--- src/rtl/text_console.sv ---
// text_console: character-stream to text-RAM writer with cursor tracking,
// line wrap, hardware scroll and line/screen clearing.
// Optional feature macro: TEXT_CONSOLE_TAB_EN (0x09 jumps to next tab stop).
module text_console #(
  parameter int ADDRW      = 14,
  parameter int WORD       = 32,
  parameter int CIDXW      = 4,
  parameter int TRAM_DEPTH = 16384
) (
  input  logic              clk_sys,
  input  logic              rst_sys_n,
  input  logic [ADDRW-1:0]  text_hres,
  input  logic [ADDRW-1:0]  text_vres,
  input  logic [CIDXW-1:0]  colr_fg,
  input  logic [CIDXW-1:0]  colr_bg,
  input  logic              ch_valid,
  output logic              ch_ready,
  input  logic [20:0]       ch_data,
  output logic              tram_we,
  output logic [ADDRW-1:0]  tram_addr_w,
  output logic [WORD-1:0]   tram_din,
  output logic [ADDRW-1:0]  scroll_offs,
  output logic [ADDRW-1:0]  cur_x,
  output logic [ADDRW-1:0]  cur_y
);

  localparam logic [ADDRW:0]   DEPTH = (ADDRW+1)'(TRAM_DEPTH);
  localparam logic [ADDRW-1:0] A_ONE = ADDRW'(1);
  localparam logic [ADDRW:0]   W_ONE = (ADDRW+1)'(1);

  localparam logic [20:0] UCP_BS    = 21'h08;
  localparam logic [20:0] UCP_LF    = 21'h0A;
  localparam logic [20:0] UCP_FF    = 21'h0C;
  localparam logic [20:0] UCP_CR    = 21'h0D;
  localparam logic [20:0] UCP_SPACE = 21'h20;
`ifdef TEXT_CONSOLE_TAB_EN
  localparam logic [20:0] UCP_HT    = 21'h09;
`endif

  typedef enum logic [1:0] {
    IDLE,
    CLR_LINE,
    CLR_SCREEN
  } state_t;

  state_t              r_state, w_state_n;
  logic                r_we, w_we_n;
  logic [ADDRW-1:0]    r_addr, w_addr_n;
  logic [WORD-1:0]     r_din, w_din_n;
  logic [ADDRW-1:0]    r_scroll, w_scroll_n;
  logic [ADDRW-1:0]    r_cur_x, w_cur_x_n;
  logic [ADDRW-1:0]    r_cur_y, w_cur_y_n;
  logic [ADDRW-1:0]    r_line, w_line_n;
  logic [ADDRW-1:0]    r_clr_addr, w_clr_addr_n;
  logic [ADDRW-1:0]    r_clr_col, w_clr_col_n;
  logic [ADDRW-1:0]    r_clr_row, w_clr_row_n;
  logic                r_clr_done, w_clr_done_n;

  logic                w_accept;
  logic                w_nl;
  logic                w_printable;
  logic                w_last_col;
  logic                w_last_row;
  logic [ADDRW-1:0]    w_cur_addr;
  logic [ADDRW-1:0]    w_line_nx;
  logic [ADDRW-1:0]    w_scroll_nx;
  logic [ADDRW-1:0]    w_clr_addr_inc;
`ifdef TEXT_CONSOLE_TAB_EN
  logic [ADDRW:0]      w_tab_nx;
  logic [ADDRW-1:0]    w_hres_m1;
`endif

  // Modular add of two in-range addresses; a single conditional subtract suffices.
  function automatic logic [ADDRW-1:0] add_mod(input logic [ADDRW-1:0] a,
                                                input logic [ADDRW-1:0] b);
    logic [ADDRW:0] s;
    s = {1'b0, a} + {1'b0, b};
    if (s >= DEPTH) s = s - DEPTH;
    return s[ADDRW-1:0];
  endfunction

  function automatic logic [ADDRW-1:0] inc_mod(input logic [ADDRW-1:0] a);
    if ({1'b0, a} == DEPTH - W_ONE) return '0;
    return a + A_ONE;
  endfunction

  function automatic logic [WORD-1:0] pack(input logic [20:0]      ucp,
                                           input logic [CIDXW-1:0] fg,
                                           input logic [CIDXW-1:0] bg);
    logic [WORD-1:0] d;
    d = '0;
    d[20:0] = ucp;
    d[WORD-1 -: CIDXW] = bg;
    d[WORD-CIDXW-1 -: CIDXW] = fg;
    return d;
  endfunction

  assign ch_ready       = (r_state == IDLE);
  assign w_accept       = ch_valid && ch_ready;
  assign w_cur_addr     = add_mod(r_line, r_cur_x);
  assign w_line_nx      = add_mod(r_line, text_hres);
  assign w_scroll_nx    = add_mod(r_scroll, text_hres);
  assign w_clr_addr_inc = inc_mod(r_clr_addr);
  assign w_last_col     = (r_clr_col == text_hres - A_ONE);
  assign w_last_row     = (r_state == CLR_LINE) || (r_clr_row == text_vres - A_ONE);
`ifdef TEXT_CONSOLE_TAB_EN
  assign w_tab_nx       = {1'b0, r_cur_x | ADDRW'(7)} + W_ONE;
  assign w_hres_m1      = text_hres - A_ONE;
`endif

  assign w_printable = !((ch_data == UCP_LF) || (ch_data == UCP_CR) ||
                         (ch_data == UCP_BS) || (ch_data == UCP_FF)
`ifdef TEXT_CONSOLE_TAB_EN
                         || (ch_data == UCP_HT)
`endif
                        );

  assign tram_we     = r_we;
  assign tram_addr_w = r_addr;
  assign tram_din    = r_din;
  assign scroll_offs = r_scroll;
  assign cur_x       = r_cur_x;
  assign cur_y       = r_cur_y;

  // Next-state and datapath: char handling in IDLE, one clear write per cycle otherwise.
  // The clear sequencer runs one extra cycle after its last write (r_clr_done)
  // so that ch_ready rises the cycle after that write is visible.
  always_comb begin
    w_state_n    = r_state;
    w_we_n       = 1'b0;
    w_addr_n     = r_addr;
    w_din_n      = r_din;
    w_scroll_n   = r_scroll;
    w_cur_x_n    = r_cur_x;
    w_cur_y_n    = r_cur_y;
    w_line_n     = r_line;
    w_clr_addr_n = r_clr_addr;
    w_clr_col_n  = r_clr_col;
    w_clr_row_n  = r_clr_row;
    w_clr_done_n = r_clr_done;
    w_nl         = 1'b0;

    case (r_state)
      IDLE: begin
        if (w_accept) begin
          if (w_printable) begin
            w_we_n   = 1'b1;
            w_addr_n = w_cur_addr;
            w_din_n  = pack(ch_data, colr_fg, colr_bg);
            if (({1'b0, r_cur_x} + W_ONE) == {1'b0, text_hres}) w_nl = 1'b1;
            else w_cur_x_n = r_cur_x + A_ONE;
          end else if (ch_data == UCP_LF) begin
            w_nl = 1'b1;
          end else if (ch_data == UCP_CR) begin
            w_cur_x_n = '0;
          end else if (ch_data == UCP_BS) begin
            if (r_cur_x != '0) w_cur_x_n = r_cur_x - A_ONE;
          end else if (ch_data == UCP_FF) begin
            w_state_n    = CLR_SCREEN;
            w_scroll_n   = '0;
            w_cur_x_n    = '0;
            w_cur_y_n    = '0;
            w_line_n     = '0;
            w_clr_addr_n = '0;
            w_clr_col_n  = '0;
            w_clr_row_n  = '0;
            w_clr_done_n = 1'b0;
          end
`ifdef TEXT_CONSOLE_TAB_EN
          else begin
            if (w_tab_nx > {1'b0, w_hres_m1}) w_cur_x_n = w_hres_m1;
            else w_cur_x_n = w_tab_nx[ADDRW-1:0];
          end
`endif

          if (w_nl) begin
            w_cur_x_n = '0;
            w_line_n  = w_line_nx;
            if (r_cur_y < text_vres - A_ONE) begin
              w_cur_y_n = r_cur_y + A_ONE;
            end else begin
              w_scroll_n   = w_scroll_nx;
              w_state_n    = CLR_LINE;
              w_clr_addr_n = w_line_nx;
              w_clr_col_n  = '0;
              w_clr_row_n  = '0;
              w_clr_done_n = 1'b0;
            end
          end
        end
      end

      CLR_LINE, CLR_SCREEN: begin
        if (!r_clr_done) begin
          w_we_n       = 1'b1;
          w_addr_n     = r_clr_addr;
          w_din_n      = pack(UCP_SPACE, colr_fg, colr_bg);
          w_clr_addr_n = w_clr_addr_inc;
          if (w_last_col) begin
            w_clr_col_n = '0;
            if (w_last_row) w_clr_done_n = 1'b1;
            else w_clr_row_n = r_clr_row + A_ONE;
          end else begin
            w_clr_col_n = r_clr_col + A_ONE;
          end
        end else begin
          w_state_n    = IDLE;
          w_clr_done_n = 1'b0;
        end
      end

      default: w_state_n = CLR_SCREEN;
    endcase
  end

  // State and datapath registers; reset aborts any operation and arms a full clear.
  always_ff @(posedge clk_sys) begin
    if (!rst_sys_n) begin
      r_state    <= CLR_SCREEN;
      r_we       <= 1'b0;
      r_addr     <= '0;
      r_din      <= '0;
      r_scroll   <= '0;
      r_cur_x    <= '0;
      r_cur_y    <= '0;
      r_line     <= '0;
      r_clr_addr <= '0;
      r_clr_col  <= '0;
      r_clr_row  <= '0;
      r_clr_done <= 1'b0;
    end else begin
      r_state    <= w_state_n;
      r_we       <= w_we_n;
      r_addr     <= w_addr_n;
      r_din      <= w_din_n;
      r_scroll   <= w_scroll_n;
      r_cur_x    <= w_cur_x_n;
      r_cur_y    <= w_cur_y_n;
      r_line     <= w_line_n;
      r_clr_addr <= w_clr_addr_n;
      r_clr_col  <= w_clr_col_n;
      r_clr_row  <= w_clr_row_n;
      r_clr_done <= w_clr_done_n;
    end
  end

endmodule

--- config.mk ---
export PLATFORM = sky130hd
export DESIGN_NAME = text_console
export DESIGN_NICKNAME = d
export VERILOG_FILES = /design/src/rtl/text_console.sv
export SDC_FILE = /design/constraint.sdc
export NUM_CORES = 1
export LEC_CHECK = 0
export ABC_AREA = 1
export CAP_MARGIN = 20
export CORE_AREA = 2 2 150 152
export DETAILED_ROUTE_END_ITERATION = 12
export DIE_AREA = 0 0 152 154
export PLACE_DENSITY = 0.91
export SYNTH_ARGS = -nofsm -noshare
export SYNTH_HDL_FRONTEND = slang
export SYNTH_SLANG_ARGS = --single-unit
export TNS_END_PERCENT = 1
--- constraint.sdc ---
create_clock -name clk_sys -period 7 [get_ports clk_sys]
set_input_delay 2.1 -clock clk_sys [delete_from_list [all_inputs] [get_ports clk_sys]]
set_output_delay 2.1 -clock clk_sys [all_outputs]
set_load 0.02 [all_outputs]
==> impl_metrics.yaml, run 1 <==
floorplanning:
  dieArea_mm2: 0.0234
  die_w_um: 152
  placementRows: 54
  design.core.area_mm2: 0.0217
  io_pins: 150
  fp.dieH_um: 154
  start_util_pct: 59.1
yosys:
  netlist_area_mm2: 0.0128
  synthDistinctLibCells: 61
  ys_top_cells_by_area: "dfxtp_1 (23%), nand2_1 (15%), nand3_1 (7.2%), a21oi_1 (6.2%), ha_1 (6.2%)"
  ys_ff_latch: 145
  synth_largest_area_cell: "dfxtp_1"
  synth.top_cells.by_count: "nand2_1 (509), nand3_1 (185), inv_1 (178)"
  ys_warn_count: 0
  synthCells: 2014
  avgSynthCellArea_um2: 6.36
  synth_simple_gate_area_share_pct: 36.3
  synth_top_family_by_area: "simple AND/OR/NAND/NOR gates"
  synth_edf_count: 0
  seq_area_frac_synth_pct: 22.6
  synth_fa_ha_area_share_pct: 6.72
  async_flop_share_pct: 0
  synth_compound_area_share_pct: 17.7
  synthMuxAreaShare_pct: 0
  synth_most_common_cell: "nand2_1"
  synth-main-ff-cell: "dfxtp_1"
  synth.top_cell.area_share_pct: 22.6
  synth_xor_area_share_pct: 6.24
sta:
  whs_ns: 0.463
  setup_viol: 0
  fmax_mhz: 194
  period_share_pct: 73.5
  setup-tns-final_ns: 0
  finalHoldViolations: 0
  final-max-slew-violation-count: 0
  relSlewSlack_pct: 35.1
  rsz0062_at_grt: "no"
  tightest_slew_ns: 0.972
  fin_crit_ns: 5.15
  skew_ns: 0.0134
global_route:
  grt_pass1_vias: 13310
  grt_max_degree: 55
  grt_pass1_wl_um: 64600
  grt.overflow.total: 0
  antenna_found_initial: 0
  grt_use_total_pct: 33.3
route:
  drc: 0
  detail-route-antenna-nets: 0
  num_vias: 14127
  vias_per_cell: 5.90
  wl_per_cell_um: 16.7
  drt_iter0_drc: 1226
  dr.pass1.iters: 6
  wl_um: 39900
power:
  pwr_density_cell_mw_per_mm2: 161
  peakVddDrop_mv: 0.162
  power.leakage_nw: 6.05
clock_network:
  cts.sinks: 145
  root_buffer: "clkbuf_16"
  cts_buffers: 17
  post_cts_buffers: 0
  cts_resized: 0
  cts_hold_buf: 0
  clock_path_buffers: 2
  clk_latency_ns: 0.44
  cts_tree: "done"
  clk_pin_slew_ns: 0.07
  htreeDepth: 4
worst_setup_path:
  slowest_delay_ns: 0.54
  cp_data_required_time_ns: 7.33
  crit_slowest_cell: "inv_1"
  critPathKind: "in2reg"
  cp-start-kind: "input pin"
  cp.arrival_ns: 5.48
  path_max_fanout: 24
  path_buf_inv: 6
  cpLargestDelayFamily: "buffers and inverters"
  endpoint_kind: "flip-flop"
  cp_cell_sequence: "clkdlybuf4s50_1, inv_1, ha_1, nand2_1, inv_1, nand3b_1, nand2_1, inv_1, ha_1, a21oi_1, o31ai_1, a21oi_1, nand2_1, inv_1, nand2_1, nand3_1, nand3_1, nand2_1, inv_1"
placement:
  gp_congestion: 1.01
  port_buffers: 146
  dp.cells: 2364
  dp_hpwl_um: 28900
run:
  maxCapViolCount: 0
finish:
  finalNonFillerCells: 2396
  syn_to_final_growth_pct: 14.8
  final_nets: 2230
  n_antenna_cell: 0
  drive_above_1_share_pct: 9.22
run_status:
  status: "complete, no violations"
min_path:
  hold_class: "reg2reg"
[layer usage]
metal  track usage [%]  part of all wire (%)
met1              39.2                    39
met2              55.7                    46
met3              6.62                   8.7
met4              21.3                   6.4
met5                 0                     0
[per-stage QoR]
| stage | area (µm²) | setup slack [ns] | util (%) | power (W) |
|---|---|---|---|---|
| 2_1_floorplan | 12800 | 2.56 | - | 0.00122 |
| 3_3_place_gp | 14100 | 1.57 | 65.0 | 0.00137 |
| 3_5_place_dp | 14100 | 1.49 | 65.0 | 0.00138 |
| 4_1_cts | 14700 | 1.91 | 67.9 | 0.00236 |
| 5_1_grt | 14700 | 1.52 | 67.9 | 0.00246 |
| 6_report | 14700 | 1.85 | 67.9 | 0.00237 |
[registers in the layout, summed over array words and instances, names as in the netlist, 14 cells and up]
signal,flops
r_clr_row,14
r_clr_addr,14
scroll_offs,14
tram_din,29
tram_addr_w,14
r_line,14
r_clr_col,14
cur_x,14
cur_y,14
[placed cells by master (no fill, tap or decap), drive strengths merged, types with 2 or more instances in the layout]
cell,Yosys,layout
o211ai,3,3
a211oi,3,3
o21bai,4,4
a21boi,3,3
conb,1,3
clkbuf,58,17
inv,182,187
bufinv,0,3
nand4,36,36
nor3b,2,2
and3,2,2
nand2,576,576
o21ai,171,171
a21o,6,6
nor4,3,3
or2,12,12
fa,3,3
buf,30,12
xor2,59,59
o31ai,3,3
nor3,26,26
xnor2,27,27
o22ai,8,8
nand3b,7,7
clkinvlp,0,2
nor2,188,188
nand3,188,188
dfxtp,145,145
a21oi,184,184
clkdlybuf4s50,0,146
ha,64,64
a31oi,10,10
clkinv,1,6
[area by class of cell]
type,instances,area [µm²]
multi-input cells,1598,8610
fillers,1854,6970
flip-flops and latches,145,2900
repair buffers,158,1550
inverters,183,688
clock buffers,17,425
well taps,280,350
clock inverters,15,194
[report_power, final]
group / switching (W) / total, W / leakage, nW / internal (W)
Combinational: 0.000292 / 0.000468 / 4.58 / 0.000176
Sequential: 0.0000461 / 0.000911 / 1.18 / 0.000864
Clock: 0.000415 / 0.000987 / 0.299 / 0.000572
[worst reg2reg max path, stage by stage, from the launching register on]
cell and delay [ns]:
dfxtp_1 0.58, ha_1 0.35, nand2_1 0.14, nor2_4 0.21, nand3_1 0.10, nand2_1 0.08, nand2_1 0.13, nand2_1 0.12
nand2_1 0.06, nor2_1 0.12, nand2_1 0.07, nor2_1 0.09, nand2_1 0.10, nand2_4 0.30, nand2_4 0.31, nand2_4 0.24
nand2_2 0.15, o21ai_1 0.20, inv_1 0.05
[worst paths after layout]
path	from	slack (ns)	depth (start not counted)	endpoint
worst max-delay path	text_vres[0]	1.85	19	cur_y[1]
worst min-delay path	tram_din[18]	0.46	2	tram_din[18]
worst max register to register	cur_x[0]	3.53	18	r_clr_col[0]
worst min register to register	tram_din[18]	0.46	2	tram_din[18]
[cell families (layout without fill, tap and decap cells)]
| logic type | Yosys count | count (layout) |
|---|---|---|
| and+or+nand+nor | 1042 | 1042 |
| other | 1 | 3 |
| buffers and inverters | 273 | 373 |
| adders and majority gates | 67 | 67 |
| xor gates and xnor gates | 88 | 88 |
| AOI/OAI and AO/OA | 398 | 398 |
| DFF | 145 | 145 |
Power figures use the tool's default switching activity.
==> run 2: changes to the inputs <==
--- a/config.mk
+++ b/config.mk
@@ -7,10 +7,10 @@
 export LEC_CHECK = 0
 export ABC_AREA = 1
 export CAP_MARGIN = 20
-export CORE_AREA = 2 2 150 152
+export CORE_AREA = 2 2 161 163
 export DETAILED_ROUTE_END_ITERATION = 12
-export DIE_AREA = 0 0 152 154
-export PLACE_DENSITY = 0.91
+export DIE_AREA = 0 0 163 165
+export PLACE_DENSITY = 0.85
 export SYNTH_ARGS = -nofsm -noshare
 export SYNTH_HDL_FRONTEND = slang
 export SYNTH_SLANG_ARGS = --single-unit
==> constraint.sdc (replaced) <==
create_clock -name clk_sys -period 4.25 [get_ports clk_sys]
set_input_delay 1.275 -clock clk_sys [delete_from_list [all_inputs] [get_ports clk_sys]]
set_output_delay 1.275 -clock clk_sys [all_outputs]
set_load 0.02 [all_outputs]
==> impl_metrics.yaml, run 2 (synthesis results as in run 1) <==
route:
  num_vias: 14063
  wl_um: 41900
  vias_per_cell: 5.64
  dr.pass1.iters: 6
  drc: 0
  wl_per_cell_um: 16.8
  drt_iter0_drc: 1349
  detail-route-antenna-nets: 0
worst_setup_path:
  r2r_start: "cur_x[1]"
  critPathKind: "in2reg"
  endpoint_kind: "flip-flop"
  cp-start-kind: "input pin"
  crit_start: "text_vres[0]"
  cp.arrival_ns: 4.24
  cp_data_required_time_ns: 4.63
  path_max_fanout: 24
floorplanning:
  placementRows: 58
  io_pins: 150
  start_util_pct: 51.2
  fp.dieH_um: 165
  design.core.area_mm2: 0.0250
  die_w_um: 163
  dieArea_mm2: 0.0269
finish:
  final_nets: 2276
  num-fill-cells: 2347
  drive_above_1_share_pct: 11.1
  n_antenna_cell: 0
  largest_reg_flops: 29
  finalNonFillerCells: 2492
  layout_common_cells: "nand2_1 (509), nand3_1 (185), inv_1 (177)"
  syn_to_final_growth_pct: 18.5
  final_common_cell: "nand2_1"
sta:
  whs_ns: 0.470
  fin_crit_ns: 3.86
  setup_ws_ns: 0.393
  tightest_slew_ns: 0.843
  rsz0062_at_grt: "no"
  fmax_mhz: 259
  relSlewSlack_pct: 43.3
  period_share_pct: 90.8
  setup_viol: 0
  finalHoldViolations: 0
  skew_ns: 0.0143
  final-max-slew-violation-count: 0
min_path:
  hold_class: "reg2reg"
  hp-start: "tram_din[11]"
clock_network:
  cts.sinks: 145
  htreeDepth: 4
  clk_pin_slew_ns: 0.08
  cts_resized: 0
  clock_path_buffers: 2
  clk_latency_ns: 0.45
  root_buffer: "clkbuf_16"
  cts_tree: "done"
  cts_hold_buf: 0
  cts_buffers: 17
  post_cts_buffers: 0
run:
  maxCapViolCount: 0
placement:
  dp.cells: 2460
  dp_hpwl_um: 31400
  port_buffers: 146
  dp_slack_ns: -0.0134
  gp_congestion: 1.01
global_route:
  grt_pass1_wl_um: 66100
  antenna_found_initial: 0
  grt_pass1_vias: 13167
  grt_use_total_pct: 30.9
  grt.overflow.total: 0
  grt_max_degree: 52
power:
  peakVddDrop_mv: 0.210
  pwr_density_cell_mw_per_mm2: 259
  power.leakage_nw: 6.30
run_status:
  status: "complete, no violations"
run 2: stage by stage:
| stage | power (W) | setup TNS [ns] | cell area [µm²] | util [%] |
|---|---|---|---|---|
| after floorplan | 0.00201 | 0 | 12800 | - |
| after global placement | 0.00230 | 0 | 14600 | 58.2 |
| after detailed placement | 0.00232 | -0.0199 | 14600 | 58.2 |
| after CTS | 0.00392 | 0 | 15200 | 60.7 |
| after global routing | 0.00408 | 0 | 15200 | 60.7 |
| final | 0.00393 | 0 | 15200 | 60.7 |
run 2: where the power goes:
group	internal [W]	switching (W)	total [W]	leakage (nW)
sequential	0.00142	0.0000762	0.00150	1.18
clock	0.000898	0.000729	0.00163	0.302
combinational	0.000314	0.000488	0.000802	4.82
run 2: final timing paths:
check                  to  slack (ns)  cells past startpoint
max              cur_y[4]        0.39                     21
max reg2reg      cur_x[0]        0.96                     15
min          tram_din[11]        0.47                      2
min reg2reg  tram_din[11]        0.47                      2
run 2: final cells by class:
class	instances	area [µm²]	area share, %
Inverter	183	688	4.53
Timing Repair Buffer	204	1960	12.9
Sequential cell	145	2900	19.1
Clock buffer	17	425	2.80
Multi-Input combinational cell	1598	8610	56.7
Clock inverter	15	189	1.24
Tap cell	330	413	2.72
run 2: worst max-delay path, stage by stage:
cell	delay [ns]
clkdlybuf4s50_1	0.49
inv_1	0.09
ha_1	0.27
nand2_1	0.14
inv_1	0.09
nand2_1	0.09
nand2_1	0.08
ha_1	0.27
nand2_1	0.06
nor2_1	0.09
o21ai_0	0.08
o211ai_1	0.09
nand3_1	0.10
nand2_1	0.21
inv_1	0.11
buf_12	0.17
o21ai_0	0.22
nand2_2	0.09
o21ai_2	0.06
nand2_2	0.06
a21oi_2	0.11
run 2: per-layer routing:
| layer | track usage, % | share of wire [%] | vias up |
|---|---|---|---|
| met5 | 0 | 0 | - |
| met4 | 13.7 | 4.0 | 0 |
| met3 | 5.70 | 7.6 | 124 |
| met2 | 53.2 | 48 | 576 |
| met1 | 37.7 | 41 | 6460 |
| li1 | - | - | 6903 |
==> run 3: changes to the inputs <==
--- a/config.mk
+++ b/config.mk
@@ -7,10 +7,10 @@
 export LEC_CHECK = 0
 export ABC_AREA = 1
 export CAP_MARGIN = 20
-export CORE_AREA = 2 2 161 163
+export CORE_AREA = 2 2 153 170
 export DETAILED_ROUTE_END_ITERATION = 12
-export DIE_AREA = 0 0 163 165
-export PLACE_DENSITY = 0.85
+export DIE_AREA = 0 0 155 172
+export PLACE_DENSITY = 0.86
 export SYNTH_ARGS = -nofsm -noshare
 export SYNTH_HDL_FRONTEND = slang
 export SYNTH_SLANG_ARGS = --single-unit
==> impl_metrics.yaml, run 3 (synthesis results as in run 1) <==
min_path:
  hold_class: "reg2reg"
  hp-start: "tram_din[13]"
  worstHoldEndpoint: "tram_din[13]"
  whs_path_depth: 2
finish:
  layout_common_cells: "nand2_1 (509), nand3_1 (185), inv_1 (177)"
  final_nets: 2278
  syn_to_final_growth_pct: 18.5
  largest_reg_flops: 29
  drive_above_1_share_pct: 11.3
  finalNonFillerCells: 2479
  fin_util_pct: 60.9
  n_antenna_cell: 0
  final_common_cell: "nand2_1"
route:
  vias_per_cell: 5.80
  wl_per_cell_um: 17.2
  drc: 0
  wl_um: 42500
  dr.pass1.iters: 7
  detail-route-antenna-nets: 0
  drt_iter0_drc: 1311
  num_vias: 14371
sta:
  tightest_slew_ns: 0.828
  fmax_mhz: 261
  relSlewSlack_pct: 44.8
  setup_viol: 0
  finalHoldViolations: 0
  final-max-slew-violation-count: 0
  period_share_pct: 90.0
  setup-tns-final_ns: 0
  rsz0062_at_grt: "no"
  skew_ns: 0.0177
  fin_crit_ns: 3.83
floorplanning:
  fp.dieH_um: 172
  design.core.area_mm2: 0.0250
  start_util_pct: 51.4
  dieArea_mm2: 0.0267
  die_w_um: 155
  io_pins: 150
  placementRows: 61
global_route:
  grt_use_total_pct: 31.4
  grt_max_degree: 48
  antenna_found_initial: 0
  grt_pass1_wl_um: 67500
  grt.overflow.total: 0
  grt_pass1_vias: 13723
worst_setup_path:
  path_buf_inv: 4
  cp.arrival_ns: 4.19
  crit_slowest_cell: "clkdlybuf4s50_1"
  slowest_delay_ns: 0.43
  path_common_cell: "nand2_1"
  r2r_start: "r_state[0]"
  critPathKind: "in2reg"
  cp_cell_sequence: "clkdlybuf4s50_1, nor2_1, nand2_1, nor2_2, buf_4, xnor2_1, ha_1, a21oi_1, o31ai_1, a21oi_1, nand2_1, buf_12, nand2_4, nand2_4, buf_12, nand3_1, nand2_1, nor2_1"
  rrSetupSlack_ns: 0.94
  cp-start-kind: "input pin"
  cpLargestDelayFamily: "simple AND/OR/NAND/NOR gates"
  endpoint_kind: "flip-flop"
  r2r_cells: 9
  cp_data_required_time_ns: 4.62
  path_max_fanout: 43
  r2r-end: "r_clr_col[9]"
power:
  clkPwrFrac_pct: 40.4
  power_frac_comb_pct: 21.0
  pwr-share-seq_pct: 38.7
  peakVddDrop_mv: 0.263
  pwr_density_cell_mw_per_mm2: 256
  p_sw_w: 0.00135
  p_int_w: 0.00254
  power.leakage_nw: 6.31
  p_sw_share_pct: 34.7
clock_network:
  cts_buffers: 17
  cts_hold_buf: 0
  cts_resized: 0
  clk_latency_ns: 0.45
  post_cts_buffers: 0
  root_buffer: "clkbuf_16"
  cts_tree: "done"
  cts.sinks: 145
  clk_pin_slew_ns: 0.08
  htreeDepth: 4
  clock_path_buffers: 2
placement:
  gp_congestion: 0.975
  dp.cells: 2447
  port_buffers: 146
  dp_hpwl_um: 32100
run:
  maxCapViolCount: 0
run_status:
  status: "complete, no violations"
==> run 3: metal layers <==
metal  share of wire, %  up-vias  global-route usage, %
met5                  0        -                      0
met4                5.3        0                   17.6
met3                7.1      146                   4.49
met2                 48      681                   55.5
met1                 39     6626                   36.6
li1                   -     6918                      -
==> run 3: worst max-delay path by stage <==
stage                             from            end  cells past startpoint
after detailed placement  text_vres[1]       cur_y[0]                     17
after global placement    text_vres[1]  r_clr_addr[8]                     17
after CTS                 text_vres[1]       cur_y[0]                     17
after global routing      text_vres[1]  r_clr_addr[4]                     17
final                     text_vres[1]   r_clr_row[0]                     18
after floorplan           text_vres[1]  r_clr_addr[1]                     18
==> run 3: worst reg2reg max path, cell delays in order, from the launching register on <==
cell and delay, ns:
dfxtp_1 0.41, inv_1 0.06, ha_1 0.75, clkinv_1 0.62, or2_2 0.51, nor3_1 0.17
buf_4 0.19, nand2_1 0.09, or2_2 0.29, a21oi_1 0.13
==> run 3: power by group through the flow <==
stage                     combinational (W)  clock (W)  sequential (W)
final                              0.000817    0.00157         0.00151
after global routing               0.000889    0.00162         0.00151
after CTS                          0.000804    0.00157         0.00150
after detailed placement           0.000797          0         0.00153
after global placement             0.000778          0         0.00153
after floorplan                    0.000472          0         0.00154
==> run 3: through the flow <==
stage	hold WS [ns]	instance area [µm²]	power [W]	setup slack [ns]
detailed placement	0.456	14600	0.00233	0.0194
global placement	0.452	14600	0.00231	0.136
CTS	0.468	15200	0.00387	0.455
floorplan	0.448	12800	0.00201	0.630
finish	0.466	15200	0.00389	0.424
global route	0.493	15200	0.00402	0.163
==> run 3: layout make-up <==
| cell class | instances | area, µm² |
|---|---|---|
| Fill cell | 2239 | 9760 |
| Timing Repair Buffer | 206 | 1990 |
| Inverter | 183 | 688 |
| Sequential cell | 145 | 2900 |
| Clock inverter | 15 | 189 |
| Multi-Input combinational cell | 1598 | 8610 |
| Tap cell | 315 | 394 |
| Clock buffer | 17 | 425 |
